**config.mk**
```make
export PLATFORM = sky130hd
export DESIGN_NAME = beam_delay_scheduler
export DESIGN_NICKNAME = d
export VERILOG_FILES = /design/src/rtl/beam_pkg.sv /design/src/rtl/delay_table_ram.sv /design/src/rtl/beam_delay_scheduler.sv
export SDC_FILE = /design/constraint.sdc
export NUM_CORES = 1
export LEC_CHECK = 0
export ABC_AREA = 1
export CAP_MARGIN = 15
export CORE_MARGIN = 5
export CORE_UTILIZATION = 50
export DETAILED_ROUTE_END_ITERATION = 6
export PLACE_DENSITY = 0.68
export SYNTH_ARGS = -nofsm -noshare
export SYNTH_HDL_FRONTEND = slang
export SYNTH_SLANG_ARGS = --single-unit
```
**constraint.sdc**
```tcl
create_clock -name clk -period 8.6 [get_ports clk]
set_clock_uncertainty 0.15 [all_clocks]
set_input_delay 1.72 -clock clk [delete_from_list [all_inputs] [get_ports clk]]
set_output_delay 1.72 -clock clk [all_outputs]
set_load 0.005 [all_outputs]
```
**src/rtl/beam_pkg.sv**
```systemverilog
// rtl/beam_pkg.sv - shared sizing constants and FSM state type for the beam delay scheduler
// Contents:
//   NUM_CH, NUM_ZONES, DELAY_W, CNT_W  default geometry
//   MIN_ZONE_LEN                       shortest zone that still lets a prefetch finish
//   state_t                            scheduler state encoding
package beam_pkg;

  localparam int NUM_CH       = 8;
  localparam int NUM_ZONES    = 4;
  localparam int DELAY_W      = 8;
  localparam int CNT_W        = 16;
  localparam int MIN_ZONE_LEN = NUM_CH + 2;

  typedef enum logic [1:0] {
    ST_IDLE = 2'd0,
    ST_FILL = 2'd1,
    ST_RUN  = 2'd2
  } state_t;

endpackage

```
**src/rtl/delay_table_ram.sv**
```systemverilog
// rtl/delay_table_ram.sv - simple dual-port delay table, one write port, registered read port
// Ports:
//   clk                      clock
//   i_wr_en/addr/data        write port
//   i_rd_addr                read address, data appears on o_rd_data one cycle later
//   o_rd_data                registered read data
module delay_table_ram #(
  parameter int DEPTH = 32,
  parameter int AW    = 5,
  parameter int DW    = 8
) (
  input  logic          clk,
  input  logic          i_wr_en,
  input  logic [AW-1:0] i_wr_addr,
  input  logic [DW-1:0] i_wr_data,
  input  logic [AW-1:0] i_rd_addr,
  output logic [DW-1:0] o_rd_data
);

  // Contents are deliberately not reset: the table is reloaded by software.
  logic [DW-1:0] r_mem [DEPTH];
  logic [DW-1:0] r_rd_data;

  always_ff @(posedge clk) begin
    if (i_wr_en) begin
      r_mem[i_wr_addr] <= i_wr_data;
    end
    r_rd_data <= r_mem[i_rd_addr];
  end

  assign o_rd_data = r_rd_data;

endmodule

```
**src/rtl/beam_delay_scheduler.sv**
```systemverilog
// rtl/beam_delay_scheduler.sv - per-zone receive delay scheduler for one scan line
// Ports:
//   clk, reset          clock, synchronous active-high reset
//   cfg_we/addr/data    delay-table write (addr = zone*NUM_CH + ch), accepted in IDLE only
//   len_we/zone/data    zone-length write, accepted in IDLE only, clamped up to NUM_CH+2
//   start, abort        begin / cancel a scan line (abort wins)
//   sample_valid        one ADC sample accepted this cycle
//   delay_vec           active delays, channel c at [c*DELAY_W +: DELAY_W]
//   delay_commit        one-cycle pulse when delay_vec is loaded
//   zone_idx, busy      active zone; high outside IDLE
//   line_done, cfg_err  one-cycle pulses: end of line / rejected write
module beam_delay_scheduler #(
  parameter int NUM_CH    = beam_pkg::NUM_CH,
  parameter int NUM_ZONES = beam_pkg::NUM_ZONES,
  parameter int DELAY_W   = beam_pkg::DELAY_W,
  parameter int CNT_W     = beam_pkg::CNT_W
) (
  input  logic                                  clk,
  input  logic                                  reset,
  input  logic                                  cfg_we,
  input  logic [$clog2(NUM_CH*NUM_ZONES)-1:0]   cfg_addr,
  input  logic [DELAY_W-1:0]                    cfg_data,
  input  logic                                  len_we,
  input  logic [$clog2(NUM_ZONES)-1:0]          len_zone,
  input  logic [CNT_W-1:0]                      len_data,
  input  logic                                  start,
  input  logic                                  abort,
  input  logic                                  sample_valid,
  output logic [NUM_CH*DELAY_W-1:0]             delay_vec,
  output logic                                  delay_commit,
  output logic [$clog2(NUM_ZONES)-1:0]          zone_idx,
  output logic                                  busy,
  output logic                                  line_done,
  output logic                                  cfg_err
);
  import beam_pkg::*;

  localparam int AW  = $clog2(NUM_CH*NUM_ZONES);
  localparam int ZW  = $clog2(NUM_ZONES);
  localparam int PCW = $clog2(NUM_CH+1);
  localparam logic [CNT_W-1:0] MIN_LEN   = CNT_W'(NUM_CH + 2);
  localparam logic [ZW-1:0]    LAST_ZONE = ZW'(NUM_ZONES - 1);
  localparam logic [PCW-1:0]   PF_LAST   = PCW'(NUM_CH);

  state_t                    r_state;
  logic [ZW-1:0]             r_zone_idx;
  logic [CNT_W-1:0]          r_sample_cnt;
  logic [CNT_W-1:0]          r_zone_len [NUM_ZONES];
  logic [NUM_CH*DELAY_W-1:0] r_shadow;
  logic [NUM_CH*DELAY_W-1:0] r_delay_vec;
  logic                      r_commit;
  logic                      r_line_done;
  logic                      r_cfg_err;
  // Prefetch engine: walks r_pf_cnt 0..NUM_CH, issuing reads for 0..NUM_CH-1 and
  // capturing the previous read into the shadow, so it spans NUM_CH+1 cycles.
  logic                      r_pf_active;
  logic [PCW-1:0]            r_pf_cnt;
  logic [ZW-1:0]             r_pf_zone;

  logic                      w_idle;
  logic                      w_addr_ok;
  logic                      w_tbl_we;
  logic                      w_len_we;
  logic [CNT_W-1:0]          w_len_clamped;
  logic [CNT_W-1:0]          w_last_cnt;
  logic [AW-1:0]             w_rd_addr;
  logic [DELAY_W-1:0]        w_rd_data;

  assign w_idle        = (r_state == ST_IDLE);
  assign w_addr_ok     = int'(cfg_addr) < NUM_CH*NUM_ZONES;
  assign w_tbl_we      = w_idle & cfg_we & w_addr_ok;
  assign w_len_we      = w_idle & len_we & (int'(len_zone) < NUM_ZONES);
  assign w_len_clamped = (len_data < MIN_LEN) ? MIN_LEN : len_data;
  assign w_last_cnt    = r_zone_len[r_zone_idx] - CNT_W'(1);
  assign w_rd_addr     = AW'(r_pf_zone) * AW'(NUM_CH) + AW'(r_pf_cnt);

  delay_table_ram #(
    .DEPTH (NUM_CH*NUM_ZONES),
    .AW    (AW),
    .DW    (DELAY_W)
  ) u_table (
    .clk       (clk),
    .i_wr_en   (w_tbl_we),
    .i_wr_addr (cfg_addr),
    .i_wr_data (cfg_data),
    .i_rd_addr (w_rd_addr),
    .o_rd_data (w_rd_data)
  );

  always_ff @(posedge clk) begin
    if (reset) begin
      r_state      <= ST_IDLE;
      r_zone_idx   <= '0;
      r_sample_cnt <= '0;
      r_shadow     <= '0;
      r_delay_vec  <= '0;
      r_commit     <= 1'b0;
      r_line_done  <= 1'b0;
      r_cfg_err    <= 1'b0;
      r_pf_active  <= 1'b0;
      r_pf_cnt     <= '0;
      r_pf_zone    <= '0;
      for (int z = 0; z < NUM_ZONES; z++) begin
        r_zone_len[z] <= MIN_LEN;
      end
    end else begin
      r_commit    <= 1'b0;
      r_line_done <= 1'b0;
      r_cfg_err   <= ((cfg_we | len_we) & ~w_idle) | (cfg_we & w_idle & ~w_addr_ok);

      if (w_len_we) begin
        r_zone_len[len_zone] <= w_len_clamped;
      end

      if (r_pf_active) begin
        for (int c = 0; c < NUM_CH; c++) begin
          if (r_pf_cnt == PCW'(c + 1)) begin
            r_shadow[c*DELAY_W +: DELAY_W] <= w_rd_data;
          end
        end
        if (r_pf_cnt == PF_LAST) begin
          r_pf_active <= 1'b0;
        end
        r_pf_cnt <= r_pf_cnt + PCW'(1);
      end

      if (abort) begin
        r_state     <= ST_IDLE;
        r_pf_active <= 1'b0;
      end else begin
        case (r_state)
          ST_IDLE: begin
            if (start) begin
              r_state     <= ST_FILL;
              r_zone_idx  <= '0;
              r_pf_active <= 1'b1;
              r_pf_cnt    <= '0;
              r_pf_zone   <= '0;
            end
          end
          ST_FILL: begin
            if (!r_pf_active) begin
              r_delay_vec  <= r_shadow;
              r_commit     <= 1'b1;
              r_sample_cnt <= '0;
              r_state      <= ST_RUN;
              if (LAST_ZONE != '0) begin
                r_pf_active <= 1'b1;
                r_pf_cnt    <= '0;
                r_pf_zone   <= ZW'(1);
              end
            end
          end
          ST_RUN: begin
            if (sample_valid) begin
              if (r_sample_cnt == w_last_cnt) begin
                if (r_zone_idx == LAST_ZONE) begin
                  r_line_done <= 1'b1;
                  r_state     <= ST_IDLE;
                end else begin
                  r_delay_vec  <= r_shadow;
                  r_commit     <= 1'b1;
                  r_zone_idx   <= r_zone_idx + ZW'(1);
                  r_sample_cnt <= '0;
                  // No prefetch once the newly entered zone is the last one.
                  if (r_zone_idx + ZW'(1) != LAST_ZONE) begin
                    r_pf_active <= 1'b1;
                    r_pf_cnt    <= '0;
                    r_pf_zone   <= r_zone_idx + ZW'(2);
                  end
                end
              end else begin
                r_sample_cnt <= r_sample_cnt + CNT_W'(1);
              end
            end
          end
          default: r_state <= ST_IDLE;
        endcase
      end
    end
  end

  assign delay_vec    = r_delay_vec;
  assign delay_commit = r_commit;
  assign zone_idx     = r_zone_idx;
  assign busy         = ~w_idle;
  assign line_done    = r_line_done;
  assign cfg_err      = r_cfg_err;

endmodule
```
==> results.toml <==
[floorplanning]
die_area_um2 = 44700
chipWidth_um = 211
ios = 108
rows = 73
die_h_um = 211
initial_core_util = 0.508
core_um2 = 39900

[timing]
hold_viol = 0
finalSetupViolCount = 0
rsz0062_at_grt = "no"
whs_ns = 0.307
maxSlewViolCount = 0
min_period_ns = 5.17
max_freq_mhz = 193
setup_tns_ns = 0
finalWorstSetupSlack_ns = 3.43
post-route-period-util = 0.601
relSlewSlack = 0.234
tightestPinTransition_ns = 1.14

[job]
max-cap-violations = 0

[cts]
cts_resized = 0
htree_levels = 2
clk_latency_ns = 0.60
cts_root_buf = "clkbuf_16"
cts_buffers = 51
clock_path_buffers = 3
cts_tree = "done"
cts_setup_buffers = 0
path_clk_slew_ns = 0.06
ctsHoldBuffers = 0
clkSinkCount = 488

[synthesis]
synthCells = 1997
synth_top_area_frac = 0.474
synth.area.top_cells = "edfxtp_1 47%, dfxtp_1 17%, nor2_1 7.4%"
synth.distinct_cells = 43
ys_seq_elements = 488
ys_warn_count = 0
synth_fp_nets = 2049
seq_area_frac_synth = 0.640
syn_area_um2 = 20300
synth_area_per_cell_um2 = 10.1
yosysTopAreaCell = "edfxtp_1"

[pwr]
power_density_nw_per_um2 = 218
switching_share = 0.221
p_sw_mw = 1.13
clockPowerShare = 0.437
ir_drop_mv = 0.209
intPower_mw = 3.97
p_leak_nw = 8.29
p_seq_frac = 0.507
pwr-share-comb = 0.056

[drt]
wl_per_cell_um = 18.8
first_pass_iters = 7
first_iter_violations = 1372
drcViolationCount = 0
vias_per_cell = 5.56
routed_wl_um = 49600
ant_nets = 0
dr_total_vias = 14661

[setup_path]
required_ns = 8.97
ff2ff_path_depth = 16
path_class = "reg -> reg"
cp-end-kind = "register"
worstSetupStartpointType = "register"
rrSetupSlack_ns = 3.43
cp_slowest_stage_delay_ns = 1.06
r2r-end = "delay_vec[29]"
path_cells = "inv_2 -> nand2_1 -> nand3_1 -> nand2_1 -> ha_1 -> nand3_2 -> inv_2 -> nand2_1 -> nor2_2 -> xor2_1 -> nand3_1 -> nor2_4 -> o21a_4 -> buf_4 -> o21ai_1 -> a21oi_2"
cp.arrival_ns = 5.54
crit_cells = 16
crit_buf_inv = 3
cp_top_family = "buffers and inverters"
crit_path_frequent_cell = "nand2_1"
cpMaxStageDelayCell = "dfxtp_1"
cp_max_fo = 51

[cells_and_area]
final_net_count = 2122
fin_area_um2 = 23300
drive_gt1_frac = 0.0754
final_util = 0.585
antenna_cells_inserted = 0
syn2layout_area_growth_pct = 15.2

[min_path]
hp-class = "reg -> reg"
hold_end = "delay_vec[61]"
holdPathStages = 2
min_from = "r_shadow[61]"

[global_routing]
grt_pass1_wl_um = 77900
grt_pass1_vias = 14077
overflow = 0
grt_max_degree = 126
globalRouteTotalUtil = 0.218
antenna_found_initial = 0

[placed_design]
place_ws_ns = 3.52
place_area_um2 = 21600
port_buffers = 107
hpwl_um = 30300
gp_congestion = 0.862

[run_status]
outcome = "finished, final reports clean"
## how the worst max path moves through the flow
stage                            from          endpoint
final                        register     delay_vec[29]
after global routing         register     delay_vec[24]
after CTS                    register     delay_vec[39]
after detailed placement     register     delay_vec[39]
after global placement       register     delay_vec[27]
after floorplan           len_zone[0]  r_zone_len[3][0]
## power by group through the flow
stage	clock network, mW	registers, mW	logic (mW)
6_report	2.22	2.58	0.285
5_1_grt	2.36	2.58	0.317
4_1_cts	2.26	2.58	0.281
3_5_place_dp	0	2.63	0.280
3_3_place_gp	0	2.63	0.274
2_1_floorplan	0	2.61	0.161
## worst min-delay path: cells and delay by family, from the launching register on
family,cells,cell delay (ns)
AOI/OAI and AO/OA,1,0.05
buffers and inverters,1,0.07
DFF,1,0.30
## layout by cell type (no fill, tap or decap), types with 17 or more instances in the layout
master / n
nor2_1: 401
edfxtp_1: 320
nand2_1: 216
o21ai_0: 213
dfxtp_1: 166
inv_1: 117
clkdlybuf4s50_1: 107
nand3_1: 101
a21oi_1: 68
o21ai_1: 64
clkbuf_16: 52
o221ai_1: 42
a21oi_2: 34
o22ai_1: 22
xor2_1: 17
## synthesized netlist by cell type, drive strengths merged
cell      n
nor2    407
edfxtp  320
o21ai   277
nand2   225
dfxtp   168
inv     127
nand3   103
a21oi   102
clkbuf   77
o221ai   42
buf      28
o22ai    22
xor2     17
nor3     16
ha       14
nand4    11
a31oi     8
a32oi     7
nor4      5
xnor2     5
o21a      3
a211oi    2
clkinv    2
nor3b     2
and3      1
nand3b    1
o21bai    1
o31ai     1
or2       1
or4       1
xnor3     1
## sequential cells by signal, summed over array words and instances, names as in the netlist, named ones only
name               count
r_state                2
r_pf_zone              2
r_pf_active            1
delay_vec             64
cfg_err                1
r_pf_cnt               4
u_table.r_mem        256
line_done              1
delay_commit           1
zone_idx               2
r_shadow              64
u_table.o_rd_data      8
r_sample_cnt          16
r_zone_len            64
## stage by stage
stage	total power, mW	cells
final	5.09	2635
after global routing	5.26	2635
after CTS	5.12	2630
after detailed placement	2.91	2537
after global placement	2.91	2537
after floorplan	2.78	1997
## layout make-up
type,count,area (µm²)
Fill cell,3374,16600
Sequential cell,488,13000
Multi-Input combinational cell,1275,6280
Clock buffer,71,1400
Timing Repair Buffer,125,1270
Tap cell,525,657
Inverter,129,485
Clock inverter,22,280
## cells by family (layout without fill, tap and decap cells)
family | count (synthesis) | after routing | share of synthesized area
DFF | 488 | 488 | 0.640
AOI/OAI and AO/OA | 465 | 465 | 0.133
adders and majority gates | 14 | 14 | 0.00864
and+or+nand+nor | 773 | 773 | 0.157
buffers and inverters | 234 | 347 | 0.0512
xor gates and xnor gates | 23 | 23 | 0.0106
## layer usage
metal  part of all wire  up-vias  track usage
li1                   -     7084            -
met1               0.44     7021        0.306
met2               0.48      482        0.356
met3              0.066       74       0.0375
met4              0.021        0       0.0564
met5                  0        -            0
Power figures use the tool's default switching activity.
